File: src/rtl/dir_controller_p.sv
// Full-map directory controller: one entry per line (tag, data, DI/DS/DM state, sharer vector).
// Serialises coherence requests and issues replies, fetches and invalidations over a valid/ready channel.
module dir_controller_p #(
  parameter int NPROC  = 2,
  parameter int LINES  = 4,
  parameter int TAG_W  = 3,
  parameter int DATA_W = 16,
  parameter int SRC_W  = (NPROC > 1) ? $clog2(NPROC) : 1
) (
  input  logic              clock,
  input  logic              reset_n,
  input  logic              req_valid,
  output logic              req_ready,
  input  logic [1:0]        req_op,
  input  logic [TAG_W-1:0]  req_tag,
  input  logic [SRC_W-1:0]  req_src,
  input  logic [DATA_W-1:0] req_data,
  output logic              rsp_valid,
  input  logic              rsp_ready,
  output logic [2:0]        rsp_op,
  output logic [TAG_W-1:0]  rsp_tag,
  output logic [NPROC-1:0]  rsp_dst,
  output logic [DATA_W-1:0] rsp_data,
  output logic              busy
);

  localparam int IDX_W = (LINES > 1) ? $clog2(LINES) : 1;

  localparam logic [1:0] OP_READ  = 2'd0;
  localparam logic [1:0] OP_WRITE = 2'd1;
  localparam logic [1:0] OP_WB    = 2'd2;

  localparam logic [2:0] RSP_REPLY     = 3'd0;
  localparam logic [2:0] RSP_FETCH     = 3'd1;
  localparam logic [2:0] RSP_INV       = 3'd2;
  localparam logic [2:0] RSP_FETCH_INV = 3'd3;
  localparam logic [2:0] RSP_NACK      = 3'd4;

  typedef enum logic [2:0] {IDLE, SEND_INV, SEND_REPLY, SEND_FETCH, WAIT_WB} fsm_t;
  typedef enum logic [1:0] {DI, DS, DM} line_t;

  logic [TAG_W-1:0]  line_tag  [LINES];
  logic [DATA_W-1:0] line_data [LINES];
  line_t             line_st   [LINES];
  logic [NPROC-1:0]  line_sh   [LINES];

  fsm_t state, state_n;
  logic              rsp_valid_n;
  logic [2:0]        rsp_op_n;
  logic [TAG_W-1:0]  rsp_tag_n;
  logic [NPROC-1:0]  rsp_dst_n;
  logic [DATA_W-1:0] rsp_data_n;

  logic [IDX_W-1:0]  pend_idx, pend_idx_n;
  logic [TAG_W-1:0]  pend_tag, pend_tag_n;
  logic [NPROC-1:0]  pend_dst, pend_dst_n;
  logic [NPROC-1:0]  pend_owner, pend_owner_n;
  logic              pend_rd, pend_rd_n;
  logic [DATA_W-1:0] pend_data, pend_data_n;

  logic              upd_en, upd_data_en;
  logic [IDX_W-1:0]  upd_idx;
  line_t             upd_st;
  logic [NPROC-1:0]  upd_sh;
  logic [DATA_W-1:0] upd_data;

  logic              hit;
  logic [IDX_W-1:0]  hit_idx;
  logic [NPROC-1:0]  src_mask;
  line_t             cur_st;
  logic [NPROC-1:0]  cur_sh;
  logic [DATA_W-1:0] cur_data;
  logic              owner_is_src;
  logic              wb_match;
  logic              do_nack, do_reply, do_inv, do_fetch;

  // Tags are fixed at reset, but the lookup is a real associative compare.
  always_comb begin
    hit     = 1'b0;
    hit_idx = '0;
    for (int i = 0; i < LINES; i++) begin
      if (!hit && line_tag[i] == req_tag) begin
        hit     = 1'b1;
        hit_idx = IDX_W'(i);
      end
    end
  end

  assign src_mask     = NPROC'(1) << req_src;
  assign cur_st       = line_st[hit_idx];
  assign cur_sh       = line_sh[hit_idx];
  assign cur_data     = line_data[hit_idx];
  assign owner_is_src = (cur_sh == src_mask);
  assign wb_match     = (req_op == OP_WB) && (req_tag == pend_tag) && (src_mask == pend_owner);
  assign busy         = (state != IDLE);

  always_comb begin
    state_n      = state;
    rsp_valid_n  = rsp_valid;
    rsp_op_n     = rsp_op;
    rsp_tag_n    = rsp_tag;
    rsp_dst_n    = rsp_dst;
    rsp_data_n   = rsp_data;
    pend_idx_n   = pend_idx;
    pend_tag_n   = pend_tag;
    pend_dst_n   = pend_dst;
    pend_owner_n = pend_owner;
    pend_rd_n    = pend_rd;
    pend_data_n  = pend_data;
    upd_en       = 1'b0;
    upd_data_en  = 1'b0;
    upd_idx      = hit_idx;
    upd_st       = cur_st;
    upd_sh       = cur_sh;
    upd_data     = req_data;
    req_ready    = 1'b0;
    do_nack      = 1'b0;
    do_reply     = 1'b0;
    do_inv       = 1'b0;
    do_fetch     = 1'b0;

    case (state)
      IDLE: begin
        // A pending NACK must drain before the next request is taken.
        req_ready = !rsp_valid;
        if (rsp_valid && rsp_ready) begin
          rsp_valid_n = 1'b0;
          rsp_op_n    = '0;
          rsp_tag_n   = '0;
          rsp_dst_n   = '0;
          rsp_data_n  = '0;
        end
        if (req_valid && !rsp_valid) begin
          if (!hit || req_op == 2'd3) begin
            do_nack = 1'b1;
          end else begin
            case (req_op)
              OP_READ: begin
                if (cur_st == DM && !owner_is_src) begin
                  do_fetch = 1'b1;
                end else begin
                  do_reply = 1'b1;
                  if (cur_st != DM) begin
                    upd_en = 1'b1;
                    upd_st = DS;
                    upd_sh = (cur_st == DI) ? src_mask : (cur_sh | src_mask);
                  end
                end
              end
              OP_WRITE: begin
                if (cur_st == DM && !owner_is_src) begin
                  do_fetch = 1'b1;
                end else begin
                  if (cur_st == DS && (cur_sh & ~src_mask) != '0) do_inv = 1'b1;
                  else do_reply = 1'b1;
                  upd_en = 1'b1;
                  upd_st = DM;
                  upd_sh = src_mask;
                end
              end
              default: begin
                if (cur_st == DM && owner_is_src) begin
                  upd_en      = 1'b1;
                  upd_st      = DI;
                  upd_sh      = '0;
                  upd_data_en = 1'b1;
                end else begin
                  do_nack = 1'b1;
                end
              end
            endcase
          end
        end
      end
      SEND_INV: begin
        if (rsp_ready) begin
          rsp_op_n   = RSP_REPLY;
          rsp_dst_n  = pend_dst;
          rsp_data_n = pend_data;
          state_n    = SEND_REPLY;
        end
      end
      SEND_REPLY, SEND_FETCH: begin
        if (rsp_ready) begin
          rsp_valid_n = 1'b0;
          rsp_op_n    = '0;
          rsp_tag_n   = '0;
          rsp_dst_n   = '0;
          rsp_data_n  = '0;
          state_n     = (state == SEND_FETCH) ? WAIT_WB : IDLE;
        end
      end
      WAIT_WB: begin
        req_ready = wb_match;
        if (req_valid && wb_match) begin
          upd_en      = 1'b1;
          upd_data_en = 1'b1;
          upd_idx     = pend_idx;
          upd_st      = pend_rd ? DS : DM;
          upd_sh      = pend_rd ? (pend_owner | pend_dst) : pend_dst;
          rsp_valid_n = 1'b1;
          rsp_op_n    = RSP_REPLY;
          rsp_tag_n   = pend_tag;
          rsp_dst_n   = pend_dst;
          rsp_data_n  = req_data;
          state_n     = SEND_REPLY;
        end
      end
      default: state_n = IDLE;
    endcase

    // Response loaders shared by the IDLE decode above.
    if (do_nack || do_reply || do_inv || do_fetch) begin
      rsp_valid_n = 1'b1;
      rsp_tag_n   = req_tag;
      rsp_data_n  = '0;
    end
    if (do_nack) begin
      rsp_op_n  = RSP_NACK;
      rsp_dst_n = src_mask;
    end
    if (do_reply) begin
      rsp_op_n   = RSP_REPLY;
      rsp_dst_n  = src_mask;
      rsp_data_n = cur_data;
      state_n    = SEND_REPLY;
    end
    if (do_inv) begin
      rsp_op_n    = RSP_INV;
      rsp_dst_n   = cur_sh & ~src_mask;
      pend_dst_n  = src_mask;
      pend_data_n = cur_data;
      state_n     = SEND_INV;
    end
    if (do_fetch) begin
      rsp_op_n     = (req_op == OP_READ) ? RSP_FETCH : RSP_FETCH_INV;
      rsp_dst_n    = cur_sh;
      pend_idx_n   = hit_idx;
      pend_tag_n   = req_tag;
      pend_dst_n   = src_mask;
      pend_owner_n = cur_sh;
      pend_rd_n    = (req_op == OP_READ);
      state_n      = SEND_FETCH;
    end
  end

  always_ff @(posedge clock or negedge reset_n) begin
    if (!reset_n) begin
      state      <= IDLE;
      rsp_valid  <= 1'b0;
      rsp_op     <= '0;
      rsp_tag    <= '0;
      rsp_dst    <= '0;
      rsp_data   <= '0;
      pend_idx   <= '0;
      pend_tag   <= '0;
      pend_dst   <= '0;
      pend_owner <= '0;
      pend_rd    <= 1'b0;
      pend_data  <= '0;
      for (int i = 0; i < LINES; i++) begin
        line_tag[i]  <= TAG_W'(i);
        line_data[i] <= '0;
        line_st[i]   <= DI;
        line_sh[i]   <= '0;
      end
    end else begin
      state      <= state_n;
      rsp_valid  <= rsp_valid_n;
      rsp_op     <= rsp_op_n;
      rsp_tag    <= rsp_tag_n;
      rsp_dst    <= rsp_dst_n;
      rsp_data   <= rsp_data_n;
      pend_idx   <= pend_idx_n;
      pend_tag   <= pend_tag_n;
      pend_dst   <= pend_dst_n;
      pend_owner <= pend_owner_n;
      pend_rd    <= pend_rd_n;
      pend_data  <= pend_data_n;
      if (upd_en) begin
        line_st[upd_idx] <= upd_st;
        line_sh[upd_idx] <= upd_sh;
      end
      if (upd_data_en) line_data[upd_idx] <= upd_data;
    end
  end

endmodule

File: config.mk
export PLATFORM = sky130hd
export DESIGN_NAME = dir_controller_p
export DESIGN_NICKNAME = d
export VERILOG_FILES = /design/src/rtl/dir_controller_p.sv
export SDC_FILE = /design/constraint.sdc
export NUM_CORES = 1
export LEC_CHECK = 0
export BUFFER_PORTS_ARGS = -buffer_cell sky130_fd_sc_hd__buf_2
export CELL_PAD_IN_SITES_DETAIL_PLACEMENT = 0
export CELL_PAD_IN_SITES_GLOBAL_PLACEMENT = 2
export CORE_AREA = 2 2 75 130
export DETAILED_ROUTE_END_ITERATION = 16
export DIE_AREA = 0 0 77 132
export PLACE_DENSITY = 0.9
export SLEW_MARGIN = 20
export SYNTH_ARGS = -nofsm -noshare
export SYNTH_HDL_FRONTEND = slang
export SYNTH_SLANG_ARGS = --single-unit
File: constraint.sdc
create_clock -name clock -period 5.4 [get_ports clock]
set_input_delay 0.27 -clock clock [delete_from_list [all_inputs] [get_ports clock]]
set_output_delay 0.27 -clock clock [all_outputs]
set_load 0.02 [all_outputs]
==> results of run 1 <==
## metrics by stage
stage               cells  setup WS [ns]  util, %
finish                472           2.37     47.3
global route          472           2.11     47.3
CTS                   471           2.30     47.2
detailed placement    456           2.30     44.0
global placement      456           2.32     44.0
floorplan             295           3.17        -
## placed cells by master (no fill, tap or decap), types with 2 or more instances in the layout
master	netlist	final
mux2_2	45	45
nand3b_1	2	2
buf_4	4	4
ha_1	4	4
nand2b_1	4	4
o21ai_0	12	12
o21a_1	2	2
inv_1	5	5
a22o_1	4	4
buf_2	6	52
a21bo_2	3	3
a22oi_1	18	18
nor3b_1	2	2
a32oi_1	2	2
dfrtp_1	72	72
mux2_4	9	9
mux2_1	4	4
nor2_1	13	13
clkbuf_16	0	9
clkinv_2	0	2
o31ai_1	2	2
nand3_1	3	3
a21oi_1	5	5
mux2i_1	4	4
xnor2_1	3	3
nor2b_1	2	2
nand2_1	16	16
o2bb2ai_1	17	17
## worst max-delay path: stages, from the launching register on
cell,delay (ns)
dfrtp_1,0.87
nor2_2,0.18
and2_0,0.33
o21ai_2,0.15
nand3_1,0.77
mux2_1,0.61
## report_power, final
group          switching, mW  leakage [nW]  internal (mW)
sequential             0.131         0.981          0.669
combinational          0.347         0.922          0.286
clock                  0.223         0.145          0.367
## cell families after synthesis
logic type	after synthesis
mux	62
fa+ha+maj	4
simple gates	56
compound gates	77
xor+xnor	3
flops	72
buf+inv	21
## per-layer routing
layer  GRT usage, %  up-vias  share of wire [%]  wire, um
li1               -     1198                  -         -
met1           19.0     1275                 39      3240
met2           32.6       38                 57      4780
met3           3.22        7                2.7       227
met4           6.85        0                1.4       114
met5              0        -                  0         0
## Yosys cell counts (2+ instances only)
library cell | n | area [um^2]
a22o_1 | 4 | 35.0
mux2i_1 | 4 | 40.0
mux2_1 | 4 | 45.0
a32oi_1 | 2 | 17.5
xnor2_1 | 3 | 26.3
clkbuf_1 | 3 | 11.3
nand3_1 | 3 | 15.0
a21oi_1 | 5 | 25.0
nand2b_1 | 4 | 25.0
mux2_2 | 45 | 507
buf_2 | 6 | 30.0
dfrtp_1 | 72 | 1800
nor2b_1 | 2 | 12.5
ha_1 | 4 | 50.1
a22oi_1 | 18 | 135
nand3b_1 | 2 | 15.0
inv_1 | 5 | 18.8
o31ai_1 | 2 | 15.0
nand2_1 | 16 | 60.1
nor2_1 | 13 | 48.8
buf_4 | 4 | 30.0
o21ai_0 | 12 | 60.1
nor3b_1 | 2 | 15.0
o2bb2ai_1 | 17 | 149
a21bo_2 | 3 | 30.0
mux2_4 | 9 | 135
o21a_1 | 2 | 15.0
## flip-flops by register name (all words and copies together), names as in the netlist, 2 cells and up
name and count:
line_data 16, line_sh 2, line_st 2, pend_data 16
pend_dst 2, pend_owner 2, pend_tag 3, rsp_data 16
rsp_dst 2, rsp_op 3, rsp_tag 3, state 3
## path summary, 6_finish.rpt
| kind | start | end |
|---|---|---|
| setup reg to reg | state[1]$_DFFE_PN0P_ | rsp_dst[1]$_DFFE_PN0P_ |
| hold reg to reg | rsp_op[1]$_DFFE_PN0P_ | rsp_op[1]$_DFFE_PN0P_ |
| max in group asynchronous | reset_n | pend_tag[1]$_DFFE_PN0P_ |
| setup / recovery | state[1]$_DFFE_PN0P_ | rsp_dst[1]$_DFFE_PN0P_ |
| hold / removal | reset_n | rsp_data[13]$_DFFE_PN0P_ |
| min in group clock | req_data[3] | line_data[51]$_DFFE_PN0P_ |
## cell type report
class	instances	area, um^2	area share (%)
clock buffers	10	239	5.55
clock inverters	5	56.3	1.31
inverters	6	22.5	0.523
multi-input cells	202	1730	40.3
flip-flops and latches	72	1800	41.9
well taps	120	150	3.49
repair buffers	57	302	7.01
==> impl_metrics.json, run 1 <==
{
  "status": "finished clean",
  "ant_nets": 0,
  "dieArea_um2": 10200,
  "skew_ns": 0.00641,
  "setup_tns_ns": 0,
  "hpwl_mm": 5.91,
  "first_pass_iters": 4,
  "initial_core_util_pct": 40.1,
  "async_flop_share_pct": 100,
  "max_cap_viol_count": 0,
  "synth_nets": 325,
  "cts_buffer_depth": 2,
  "synth-adder-area-share_pct": 1.37,
  "yosys_warnings": 12,
  "setup_viol": 0,
  "syn-instance-count": 295,
  "antenna_found_initial": 0,
  "grt_util_all_layers_pct": 17.4,
  "crit_fanout": 21,
  "die_h_um": 132,
  "die_width_um": 77,
  "area_growth_pct": 18.0,
  "num_io_pins": 53,
  "design_area_um2": 4300,
  "synth_compound_area_share_pct": 16.7,
  "final_max_slew_viol_count": 0,
  "leakage_nw": 2.05,
  "crit_required_ns": 5.61,
  "io_buffers": 52,
  "syn_area_um2": 3650,
  "overflow": 0,
  "fmax_ghz": 0.330,
  "avgSynthCellArea_um2": 12.4,
  "crit_arrival_ns": 3.24,
  "drive_gt1_share_pct": 40.6,
  "worst_pin_slew_ns": 1.06,
  "fill_cells": 905,
  "core_um2": 9090,
  "hp-class": "input pin to asynchronous set/reset pin",
  "synthXorXnorAreaFrac_pct": 0.720,
  "cts_resized": 0,
  "vias": 2518,
  "r2r_cells": 5,
  "finalNetCount": 378,
  "power_mw": 2.02,
  "grt_pass1_wl_mm": 13.8,
  "clkLatencyLatePin_ns": 0.33,
  "peakVddDrop_mv": 0.251,
  "drt-total-wl_mm": 8.37,
  "synth_top_family_by_area": "multiplexers",
  "rsz0062_at_grt": "false",
  "cts.sinks": 72,
  "hold_ws_ns": 0.136,
  "place_area_um2": 4000,
  "fin_crit_ns": 3.03,
  "clk_pin_slew_ns": 0.06,
  "critPathKind": "flop to flop",
  "finalHoldViolCount": 0,
  "synth-edff-count": 0,
  "synthMuxAreaShare_pct": 19.9,
  "synth-simple-area-share_pct": 8.82,
  "place.gp.congestion": 0.773,
  "ys_seq_area_share_pct": 49.4,
  "synth-seq-cells": 72,
  "antenna_cells": 0,
  "htreeDepth": 3,
  "clockRootBuffer": "clkbuf_16",
  "hold_buffers": 0,
  "tritoncts": "done",
  "grt_max_degree": 73,
  "route.detailed.wl_per_inst_um": 17.7,
  "yosysUniqueCellTypes": 56,
  "power_density_nw_per_um2": 470,
  "drt_iter0_drc": 107,
  "vias_per_cell": 5.33,
  "synth_ff_type": "dfrtp_1",
  "startpoint_type": "flop",
  "timing.final.crit_share_pct": 56.2,
  "timing.reg2reg.setup_slack_ns": 2.37,
  "rows": 46,
  "post-cts-setup-buffer-count": 0,
  "grt_pass1_vias": 2735,
  "drc": 0,
  "relSlewSlack_pct": 29.3,
  "cp-end-kind": "flop",
  "numCtsBuffers": 9
}
Power figures use the tool's default switching activity.
==> inputs of run 2 (changes only) <==
CORE_AREA = 2 2 78 135   (was 2 2 75 130)
DIE_AREA = 0 0 80 137   (was 0 0 77 132)
PLACE_DENSITY = 0.85   (was 0.9)
clock period = 2.94 ns   (was 5.4 ns; I/O delays follow)
==> impl_metrics.json, run 2 (synthesis results as in run 1) <==
{
  "status": "finished clean",
  "reg.largest.list": "line_data x16, pend_data x16, rsp_data x16",
  "timing.final.crit_share_pct": 82.3,
  "crit_arrival_ns": 2.63,
  "hpwl_mm": 6.39,
  "crit_required_ns": 3.15,
  "place_ws_ns": 0.479,
  "grt_pass1_wl_mm": 14.7,
  "first_pass_iters": 4,
  "design_area_um2": 4330,
  "relSlewSlack_pct": 63.0,
  "r2r_end": "line_data[59]$_DFFE_PN0P_",
  "fin_crit_ns": 2.42,
  "clk_pin_slew_ns": 0.05,
  "multiInputGateArea_um2": 1730,
  "min-delay-start": "req_data[3]",
  "die_h_um": 137,
  "tritoncts": "done",
  "rows": 48,
  "vias_per_cell": 5.42,
  "dieArea_um2": 11000,
  "fill_cells": 968,
  "fmax_ghz": 0.413,
  "clkLatencyLatePin_ns": 0.33,
  "seq_area_um2": 1800,
  "setup_viol": 0,
  "overflow": 0,
  "area_growth_pct": 18.7,
  "route.detailed.wl_per_inst_um": 18.2,
  "finalHoldViolCount": 0,
  "cp_cell_sequence": "inv_1 -> ha_1 -> nor4b_2 -> nand2_1 -> o31ai_4 -> buf_4 -> mux2_2",
  "skew_ns": 0.00428,
  "finalNetCount": 383,
  "htreeDepth": 3,
  "antenna_found_initial": 0,
  "place.gp.congestion": 0.799,
  "num_io_pins": 53,
  "place_area_um2": 4040,
  "worst_pin_slew_ns": 0.554,
  "cts_resized": 0,
  "r2r_cells": 7,
  "cpMaxStageDelayCell": "dfrtp_1",
  "core_um2": 9850,
  "vias": 2617,
  "timing.reg2reg.setup_slack_ns": 0.52,
  "peakVddDrop_mv": 0.470,
  "numCtsBuffers": 9,
  "layout_commonest_cell": "dfrtp_1",
  "startpoint_type": "flop",
  "cts_buffer_depth": 2,
  "grt_pass1_vias": 2751,
  "io_buffers": 52,
  "max_cap_viol_count": 0,
  "cts.sinks": 72,
  "clockRootBuffer": "clkbuf_16",
  "rsz0062_at_grt": "false",
  "initial_core_util_pct": 37.0,
  "critPathKind": "flop to flop",
  "setup_tns_ns": 0,
  "hold_end": "line_data[51]$_DFFE_PN0P_",
  "final_max_slew_viol_count": 0,
  "finalWorstSetupSlack_ns": 0.521,
  "power_density_nw_per_um2": 854,
  "drc": 0,
  "drive_gt1_share_pct": 40.5,
  "r2r-start": "line_sh[7]$_DFFE_PN0P_",
  "die_width_um": 80,
  "hold_depth": 2,
  "ant_nets": 0,
  "hold_ws_ns": 0.0663,
  "drt_iter0_drc": 211,
  "slowest_delay_ns": 0.41,
  "grt_max_degree": 29,
  "final_cell_mix": "72 x dfrtp_1, 52 x buf_2, 45 x mux2_2",
  "leakage_nw": 2.06,
  "antenna_cells": 0,
  "drt-total-wl_mm": 8.80,
  "cp-end-kind": "flop",
  "crit_fanout": 16,
  "hp-class": "input pin to flop",
  "grt_util_all_layers_pct": 17.7,
  "post-route-util_pct": 44.0
}
[run 2: cell count changes in the layout (fill, tap and decap cells not counted), sizes merged]
cell         delta
bufinv          -1
clkinvlp        -1
buf             +4
clkbuf          +4
dlygate4sd3     +1
inv             -1
[run 2: metrics by stage]
| step | power [mW] | std cells |
|---|---|---|
| finish | 3.70 | 483 |
| global route | 3.94 | 483 |
| CTS | 3.75 | 483 |
| detailed placement | 2.72 | 466 |
| global placement | 2.68 | 466 |
| floorplan | 2.31 | 295 |
[run 2: layout make-up]
| class | count | share of cell area, % |
|---|---|---|
| Inverter | 6 | 0.520 |
| Multi-Input combinational cell | 202 | 40.0 |
| Tap cell | 125 | 3.61 |
| Clock inverter | 2 | 0.318 |
| Clock buffer | 14 | 6.10 |
| Timing Repair Buffer | 62 | 7.80 |
| Sequential cell | 72 | 41.6 |
[run 2: what timing repair did]
item	in CTS	in global routing
hold buffers	1	0
endpoints found under the hold margin	22	0
setup buffers	0	0
[run 2: worst max-delay path: cells and delay by family, from the launching register on]
kind | cells | cell delay, ns
simple gates | 2 | 0.59
flops | 1 | 0.41
compound gates | 1 | 0.18
mux | 1 | 0.37
buf+inv | 2 | 0.42
fa+ha+maj | 1 | 0.32
[run 2: worst max-delay path by stage]
stage / slack, ns / endpoint / from / depth (start not counted)
2_1_floorplan: 0.71 / line_data[51]$_DFFE_PN0P_ / line_sh[6]$_DFFE_PN0P_ / 7
3_3_place_gp: 0.52 / line_data[59]$_DFFE_PN0P_ / req_src / 8
3_5_place_dp: 0.48 / line_data[55]$_DFFE_PN0P_ / req_src / 8
4_1_cts: 0.50 / line_data[55]$_DFFE_PN0P_ / line_sh[7]$_DFFE_PN0P_ / 7
5_1_grt: 0.35 / line_data[54]$_DFFE_PN0P_ / line_sh[7]$_DFFE_PN0P_ / 7
6_report: 0.52 / line_data[59]$_DFFE_PN0P_ / line_sh[7]$_DFFE_PN0P_ / 7
[run 2: routing by layer]
layer / share of wire (%) / vias up / wire (um) / global-route usage, %
met4: 2.6 / 0 / 228 / 7.82
met2: 55 / 48 / 4810 / 31.0
met3: 3.1 / 16 / 269 / 3.76
met1: 40 / 1337 / 3490 / 20.5
met5: 0 / - / 0 / 0
li1: - / 1216 / - / -
[run 2: report_power, final]
group          internal (mW)  switching [mW]
clock network          0.618           0.391
logic                  0.552           0.698
registers               1.23           0.208
total                   2.40            1.30
